File: src/rtl/seq_controller.sv
// ----------------------------------------------------------------------------
// seq_controller
//
// Control sequencer for a small accumulator CPU. Each instruction is fetched,
// decoded, and then executed, with memory handshakes in FETCH and EXEC. The
// sequencer produces the datapath strobes and counts retired instructions.
//
// Parameters
//   OPW    opcode width (3..5); opcodes 8 and above are illegal
//   CNT_W  width of the retired-instruction counter (wraps)
//
// Ports
//   clk         single clock, rising edge
//   rst         asynchronous active-high reset
//   opcode      instruction opcode, stable from DECODE through EXEC
//   acc_zero    accumulator-equals-zero flag (SKZ condition)
//   mem_ready   memory access completes this cycle
//   resume      leave HALTED (ignored in every other state)
//   ir_load     load instruction register
//   pc_inc      increment PC
//   pc_load     load PC (jump)
//   mem_read    memory read strobe
//   mem_write   memory write strobe
//   acc_write   accumulator write enable
//   alu_to_acc  accumulator source: 1 = ALU, 0 = memory
//   alu_op      01 ADD, 10 AND, 11 XOR, 00 pass
//   halt        sequencer is halted
//   illegal     one-cycle pulse on an illegal opcode in DECODE
//   state       current FSM state (debug)
//   retired     completed-instruction count
// ----------------------------------------------------------------------------
module seq_controller #(
    parameter int OPW   = 3,
    parameter int CNT_W = 8
) (
    input  logic             clk,
    input  logic             rst,
    input  logic [OPW-1:0]   opcode,
    input  logic             acc_zero,
    input  logic             mem_ready,
    input  logic             resume,
    output logic             ir_load,
    output logic             pc_inc,
    output logic             pc_load,
    output logic             mem_read,
    output logic             mem_write,
    output logic             acc_write,
    output logic             alu_to_acc,
    output logic [1:0]       alu_op,
    output logic             halt,
    output logic             illegal,
    output logic [2:0]       state,
    output logic [CNT_W-1:0] retired
);

    localparam logic [2:0] S_FETCH  = 3'd0;
    localparam logic [2:0] S_DECODE = 3'd1;
    localparam logic [2:0] S_EXEC   = 3'd2;
    localparam logic [2:0] S_HALTED = 3'd3;

    localparam logic [2:0] OP_HLT = 3'd0;
    localparam logic [2:0] OP_SKZ = 3'd1;
    localparam logic [2:0] OP_ADD = 3'd2;
    localparam logic [2:0] OP_AND = 3'd3;
    localparam logic [2:0] OP_XOR = 3'd4;
    localparam logic [2:0] OP_LDA = 3'd5;
    localparam logic [2:0] OP_STO = 3'd6;
    localparam logic [2:0] OP_JMP = 3'd7;

    // Any set bit above bit 2 makes the opcode illegal; with OPW=3 the shift
    // leaves nothing, so every opcode is legal.
    function automatic logic is_illegal(input logic [OPW-1:0] op);
        return (op >> 3) != '0;
    endfunction

    // Instructions that wait on a memory handshake in EXEC.
    function automatic logic uses_mem(input logic [2:0] op);
        return (op == OP_ADD) || (op == OP_AND) || (op == OP_XOR) ||
               (op == OP_LDA) || (op == OP_STO);
    endfunction

    logic [2:0]       state_q;
    logic [2:0]       state_d;
    logic [CNT_W-1:0] retired_q;
    logic [2:0]       op3;
    logic             op_bad;
    logic             retire;

    assign op3     = opcode[2:0];
    assign op_bad  = is_illegal(opcode);
    assign state   = state_q;
    assign retired = retired_q;

    // An instruction retires when EXEC is left, or straight out of DECODE when
    // it never reaches EXEC (illegal opcode or HLT).
    assign retire = ((state_q == S_EXEC) && (state_d != S_EXEC)) ||
                    ((state_q == S_DECODE) && (op_bad || (op3 == OP_HLT)));

    // State register
    always_ff @(posedge clk or posedge rst) begin
        if (rst) begin
            state_q <= S_FETCH;
        end else begin
            state_q <= state_d;
        end
    end

    // Retired-instruction counter, wraps naturally at 2^CNT_W
    always_ff @(posedge clk or posedge rst) begin
        if (rst) begin
            retired_q <= '0;
        end else if (retire) begin
            retired_q <= retired_q + {{(CNT_W-1){1'b0}}, 1'b1};
        end
    end

    // Next-state logic
    always_comb begin
        state_d = S_FETCH;
        case (state_q)
            S_FETCH: begin
                state_d = mem_ready ? S_DECODE : S_FETCH;
            end
            S_DECODE: begin
                if (op_bad) begin
                    state_d = S_FETCH;
                end else if (op3 == OP_HLT) begin
                    state_d = S_HALTED;
                end else begin
                    state_d = S_EXEC;
                end
            end
            S_EXEC: begin
                // Memory instructions hold EXEC until the handshake; SKZ and
                // JMP take exactly one cycle.
                if (uses_mem(op3) && !mem_ready) begin
                    state_d = S_EXEC;
                end else begin
                    state_d = S_FETCH;
                end
            end
            S_HALTED: begin
                state_d = resume ? S_FETCH : S_HALTED;
            end
            default: begin
                state_d = S_FETCH;
            end
        endcase
    end

    // Output logic
    always_comb begin
        ir_load    = 1'b0;
        pc_inc     = 1'b0;
        pc_load    = 1'b0;
        mem_read   = 1'b0;
        mem_write  = 1'b0;
        acc_write  = 1'b0;
        alu_to_acc = 1'b0;
        alu_op     = 2'b00;
        halt       = 1'b0;
        illegal    = 1'b0;
        case (state_q)
            S_FETCH: begin
                mem_read = 1'b1;
                if (mem_ready) begin
                    ir_load = 1'b1;
                    pc_inc  = 1'b1;
                end
            end
            S_DECODE: begin
                illegal = op_bad;
            end
            S_EXEC: begin
                case (op3)
                    OP_ADD, OP_AND, OP_XOR: begin
                        mem_read = 1'b1;
                        // The ALU select is only presented on the cycle the
                        // result is actually written.
                        if (mem_ready) begin
                            acc_write  = 1'b1;
                            alu_to_acc = 1'b1;
                            case (op3)
                                OP_ADD:  alu_op = 2'b01;
                                OP_AND:  alu_op = 2'b10;
                                default: alu_op = 2'b11;
                            endcase
                        end
                    end
                    OP_LDA: begin
                        mem_read = 1'b1;
                        if (mem_ready) begin
                            acc_write = 1'b1;
                        end
                    end
                    OP_STO: begin
                        mem_write = 1'b1;
                    end
                    OP_SKZ: begin
                        pc_inc = acc_zero;
                    end
                    OP_JMP: begin
                        pc_load = 1'b1;
                    end
                    default: begin
                    end
                endcase
            end
            S_HALTED: begin
                halt = 1'b1;
            end
            default: begin
            end
        endcase
    end

endmodule

File: config.mk
export PLATFORM = sky130hd
export DESIGN_NAME = seq_controller
export DESIGN_NICKNAME = d
export VERILOG_FILES = /design/src/rtl/seq_controller.sv
export SDC_FILE = /design/constraint.sdc
export NUM_CORES = 1
export LEC_CHECK = 0
export BUFFER_PORTS_ARGS = -buffer_cell sky130_fd_sc_hd__buf_2
export CAP_MARGIN = 30
export CORE_MARGIN = 3
export CORE_UTILIZATION = 35
export DETAILED_ROUTE_END_ITERATION = 12
export PLACE_DENSITY = 0.59
export RECOVER_POWER = 25
export SETUP_SLACK_MARGIN = 0.05
export SLEW_MARGIN = 5
export SYNTH_ARGS = -nofsm -noshare
export SYNTH_HDL_FRONTEND = slang
export SYNTH_SLANG_ARGS = --single-unit
File: constraint.sdc
create_clock -name clk -period 1.8 [get_ports clk]
set_input_delay 0.27 -clock clk [delete_from_list [all_inputs] [get_ports clk]]
set_output_delay 0.27 -clock clk [all_outputs]
set_load 0.02 [all_outputs]
==> results_dict.tcl, run 1 <==
set metrics [dict create \
    clock_skew_ns 0.000894 \
    start_util_pct 37.5 \
    port_buffers 27 \
    grt_start_max_net_pins 11 \
    multi_input_area_um2 382 \
    start_kind "flop" \
    drtIter0Drc 10 \
    grt_pass1_wl_mm 2.56 \
    hp-class "primary input to flop" \
    synth_edf_count 0 \
    grt-ovfl-total 0 \
    cts_sinks 10 \
    final_nets 113 \
    wirelength_mm 1.43 \
    first_pass_iters 4 \
    synth-seq-cells 10 \
    netlist_area_um2 654 \
    netlist_instances 65 \
    tns_ns 0 \
    vias_per_cell 4.87 \
    async_flop_share_pct 100 \
    pre_cts_ws_ns 0.0721 \
    die_h_um 49.2 \
    path_cells "nor2b_4, o211ai_1, a21oi_1, buf_2" \
    cp_slowest_cell "dfrtp_2" \
    clockBufferDepth 2 \
    clk_pin_slew_ns 0.06 \
    slew_viol_final 0 \
    seqCellArea_um2 251 \
    antenna_found_initial 0 \
    critPathMaxStageDelay_ns 0.47 \
    r2r_cells 5 \
    power_density_nw_per_um2 1330 \
    final_hold_viol_count 0 \
    synth_area_per_cell_um2 10.1 \
    maxCapViolations 0 \
    cp.required_ns 1.53 \
    whs_ns 0.226 \
    leakage_nw 0.466 \
    io_pins 30 \
    use_met2_pct 21.4 \
    drive_above_1_share_pct 46.5 \
    fp.coreArea_um2 1750 \
    groute.usage.overall_pct 13.6 \
    max_freq_ghz 0.597 \
    hpwl_mm 1.17 \
    crit_buf_inv 1 \
    first_global_vias 579 \
    num_antenna_cells 0 \
    rows 15 \
    crit_type "flop to primary output" \
    numCtsBuffers 3 \
    place_congestion 0.763 \
    n_fill_cell 172 \
    yosysSeqAreaShare_pct 38.2 \
    end_kind "primary output" \
    drc 0 \
    layout_setup_ws_ns 0.125 \
    min_period_ns 1.68 \
    fin_crit_sh_pct 93.1 \
    vias 613 \
    htreeDepth 1 \
    setup_viol 0 \
    yosys_warnings 0 \
    grtUsageMet1_pct 17.2 \
    die_w_um 49.2 \
    clkLatencyLatePin_ns 0.25 \
    cts_root_buffer "clkbuf_4" \
    ys_dominant_reg_cell "dfrtp_1" \
    synthDistinctLibCells 29 \
    cp.depth 4 \
    grtUsageMet3_pct 4.59 \
    cp_max_fo 9 \
    status "finished clean" \
    gr-max-usage-layer "met2" \
    whs_path_depth 2 \
    area_delta_synth_final_pct 36.9 \
    arrival_ns 1.41 \
    crit_family "flip-flops" \
    wl_per_cell_um 11.3 \
    vdd_drop_max_mv 0.877 \
    rsz0062_at_grt "no" \
    antenna_left 0 \
    fin_area_um2 896 \
    cts_tree "yes" \
    die_area_um2 2420 \
    placedInstanceArea_um2 855 \
]
[synthesized netlist by cell type, types with 2 or more instances]
cell type | n | area share, %
dfrtp_1 | 10 | 38
ha_1 | 2 | 3.8
xnor2_1 | 7 | 9.4
and3_1 | 2 | 1.9
o2111ai_1 | 5 | 6.7
nand2_1 | 5 | 2.9
nor3_1 | 4 | 3.1
buf_4 | 2 | 2.3
inv_1 | 5 | 2.9
a21oi_1 | 4 | 3.1
[placed cells by master (no fill, tap or decap), drive strengths merged]
master | synthesis | routed
mux2 | 1 | 1
xnor2 | 7 | 7
a311oi | 1 | 1
clkbuf | 0 | 3
nor4 | 1 | 1
nand2 | 5 | 5
o21ai | 1 | 1
inv | 5 | 5
a21o | 1 | 1
nor2b | 2 | 2
nor3 | 4 | 4
nand2b | 2 | 2
nor2 | 2 | 2
a21oi | 4 | 4
o211ai | 1 | 1
dfrtp | 10 | 10
and4bb | 1 | 1
and3 | 3 | 3
conb | 1 | 2
dlygate4sd3 | 0 | 1
o2111ai | 5 | 5
o32a | 1 | 1
buf | 2 | 33
ha | 2 | 2
a22o | 1 | 1
o22ai | 1 | 1
nand3 | 1 | 1
[logic make-up (layout without fill, tap and decap cells)]
family	count (synthesis)	after routing	share of synthesized area, %
buffers and inverters	7	42	5.16
AO/OA/AOI/OAI	16	16	20.8
flip-flops	10	10	38.2
AND/OR/NAND/NOR	21	21	19.7
multiplexers	1	1	2.29
adder cells (fa/ha/maj)	2	2	3.82
other	1	2	0.573
XOR/XNOR	7	7	9.37
[through the flow]
stage          utilization (%)  cells  power [mW]
6_report                  51.3    126        1.19
5_1_grt                   51.3    126        1.29
4_1_cts                   51.3    126        1.20
3_5_place_dp              49.0    122        1.04
3_3_place_gp              49.0    122        1.04
2_1_floorplan                -     66       0.819
[power by group]
group	internal (mW)	switching (mW)
clock network	0.0765	0.0634
registers	0.305	0.106
logic	0.273	0.364
total	0.655	0.534
[layer usage]
metal  vias up  share of wire (%)
met3         2                3.7
met4         0               0.56
met2        12                 49
met5         -                  0
met1       293                 46
li1        306                  -
[worst reg2reg max path, delay by kind of cell, from the launching register on]
family / cells / cell delay [ns]
xor+xnor: 1 / 0.16
flops: 1 / 0.47
buf+inv: 1 / 0.19
compound gates: 2 / 0.40
simple gates: 1 / 0.23
[worst paths after layout]
kind / startpoint / end / slack, ns
max: state[0] / alu_op[1] / 0.12
min: resume / state[0] / 0.23
min reg2reg: retired[7] / retired[7] / 0.47
min in group asynchronous: rst / state[1] / 0.53
max in group asynchronous: rst / state[0] / 0.99
max reg2reg: state[0] / retired[7] / 0.23
[state kept, by name, summed over array words and instances (netlist names)]
| signal | count |
|---|---|
| state | 2 |
| retired | 8 |
[area by class of cell]
type	count	share of cell area, %
multi-input cells	49	42.6
flip-flops and latches	10	28.1
repair buffers	34	21.2
well taps	25	3.49
clock buffers	3	2.51
inverters	5	2.09
[repair_timing]
action / in CTS / in global routing
setup endpoints to repair: 3 / 4
setup buffers: 0 / 0
resized for setup: 2 / 1
hold endpoints to repair: 10 / 0
pin swaps: 0 / 0
hold buffers: 1 / 0
(Power assumes the default switching activity.)
==> inputs of run 2 (changes only) <==
==> constraint.sdc (replaced) <==
create_clock -name clk -period 2.01 [get_ports clk]
set_input_delay 0.3015 -clock clk [delete_from_list [all_inputs] [get_ports clk]]
set_output_delay 0.3015 -clock clk [all_outputs]
set_load 0.02 [all_outputs]
==> results_dict.tcl, run 2 (same netlist as run 1, synthesis figures left out) <==
set metrics [dict create \
    wirelength_mm 1.42 \
    grt-ovfl-total 0 \
    die_w_um 49.2 \
    first_global_vias 569 \
    clockBufferDepth 2 \
    drtIter0Drc 7 \
    wl_per_cell_um 11.7 \
    cts_root_buffer "clkbuf_4" \
    multi_input_area_um2 377 \
    cp.required_ns 1.71 \
    holdBufCountCts 0 \
    final_nets 107 \
    area_delta_synth_final_pct 31.0 \
    final_hold_viol_count 6 \
    min_period_ns 1.73 \
    num_antenna_cells 0 \
    rrSetupSlack_ns 0.38 \
    seqCellArea_um2 251 \
    clkLatencyLatePin_ns 0.26 \
    maxCapViolations 0 \
    n_fill_cell 190 \
    htreeDepth 1 \
    path_cells "nor2b_2, o211ai_1, a21oi_1, buf_2" \
    crit_type "flop to primary output" \
    cp_max_fo 9 \
    clock_skew_ns 0.00441 \
    port_buffers 27 \
    whs_ns -0.00217 \
    cts_sinks 10 \
    groute.usage.overall_pct 12.9 \
    critPathMaxStageDelay_ns 0.47 \
    hpwl_mm 1.16 \
    first_pass_iters 4 \
    end_kind "primary output" \
    final_cell_mix "27 x buf_2, 9 x dfrtp_1, 7 x xnor2_1" \
    drive_above_1_share_pct 44.8 \
    die_area_um2 2420 \
    rows 15 \
    cts_tree "yes" \
    start_util_pct 37.5 \
    r2r_cells 4 \
    drc 0 \
    grt_start_max_net_pins 11 \
    failed_checks "negative hold slack" \
    hp-class "primary input to asynchronous set/reset pin" \
    rr_endpoint "retired[1]" \
    grt_pass1_wl_mm 2.43 \
    place_congestion 0.790 \
    power_density_nw_per_um2 1260 \
    status "finished, violations left" \
    slew_viol_final 0 \
    vdd_drop_max_mv 0.683 \
    leakage_nw 0.442 \
    vias 583 \
    final_common_cell "buf_2" \
    tns_ns 0 \
    crit_buf_inv 1 \
    largest_register_ffs 8 \
    vias_per_cell 4.82 \
    numCtsBuffers 3 \
    max_freq_ghz 0.578 \
    rr_startpoint "state[0]" \
    arrival_ns 1.43 \
    setup_viol 0 \
    clk_pin_slew_ns 0.06 \
    crit_family "flip-flops" \
    rsz0062_at_grt "no" \
    antenna_left 0 \
    fp.coreArea_um2 1750 \
    io_pins 30 \
    die_h_um 49.2 \
    start_kind "flop" \
    antenna_found_initial 0 \
    fin_crit_sh_pct 86.1 \
    cp_slowest_cell "dfrtp_1" \
]
-- run 2: area by class of cell --
cell class	instances	share of cell area, %
Inverter	5	2.19
Timing Repair Buffer	28	16.6
Tap cell	25	3.65
Clock buffer	4	4.23
Sequential cell	10	29.3
Multi-Input combinational cell	49	43.9
-- run 2: where the power goes --
part	leakage (nW)	switching (mW)	total, mW	internal, mW
registers	0.127	0.111	0.384	0.273
logic	0.294	0.304	0.519	0.215
clock network	0.0210	0.0646	0.174	0.110
total	0.442	0.479	1.08	0.598
-- run 2: repair_timing --
item | in CTS | in global routing
buffers inserted | 0 | 0
gates resized for setup | 0 | 2
setup endpoints to repair | 0 | 2
-- run 2: worst max path at each step --
| stage | startpoint | end | slack (ns) | cells past startpoint |
|---|---|---|---|---|
| after CTS | state[1] | alu_op[0] | 0.11 | 4 |
| after global routing | state[0] | alu_op[1] | 0.13 | 4 |
| after global placement | opcode[2] | retired[1] | 0.12 | 7 |
| final | state[0] | alu_op[0] | 0.28 | 4 |
| after floorplan | state[1] | pc_inc | 0.36 | 2 |
| after detailed placement | opcode[2] | retired[1] | 0.10 | 7 |
-- run 2: metrics by stage --
| step | cells | power (mW) | instance area, um^2 | worst slack [ns] | utilization (%) |
|---|---|---|---|---|---|
| global route | 121 | 1.15 | 857 | 0.133 | 49.1 |
| detailed placement | 117 | 0.906 | 817 | 0.100 | 46.8 |
| finish | 121 | 1.08 | 857 | 0.278 | 49.1 |
| global placement | 117 | 0.900 | 817 | 0.123 | 46.8 |
| floorplan | 66 | 0.734 | 658 | 0.364 | - |
| CTS | 121 | 1.08 | 853 | 0.114 | 48.9 |
-- run 2: layer usage --
layer  vias up  global-route usage [%]  routed length, um
li1        301                       -                  -
met1       264                    14.9                609
met2        16                    22.5                720
met3         2                    4.59                 74
met4         0                    2.84                 14
met5         -                       0                  0
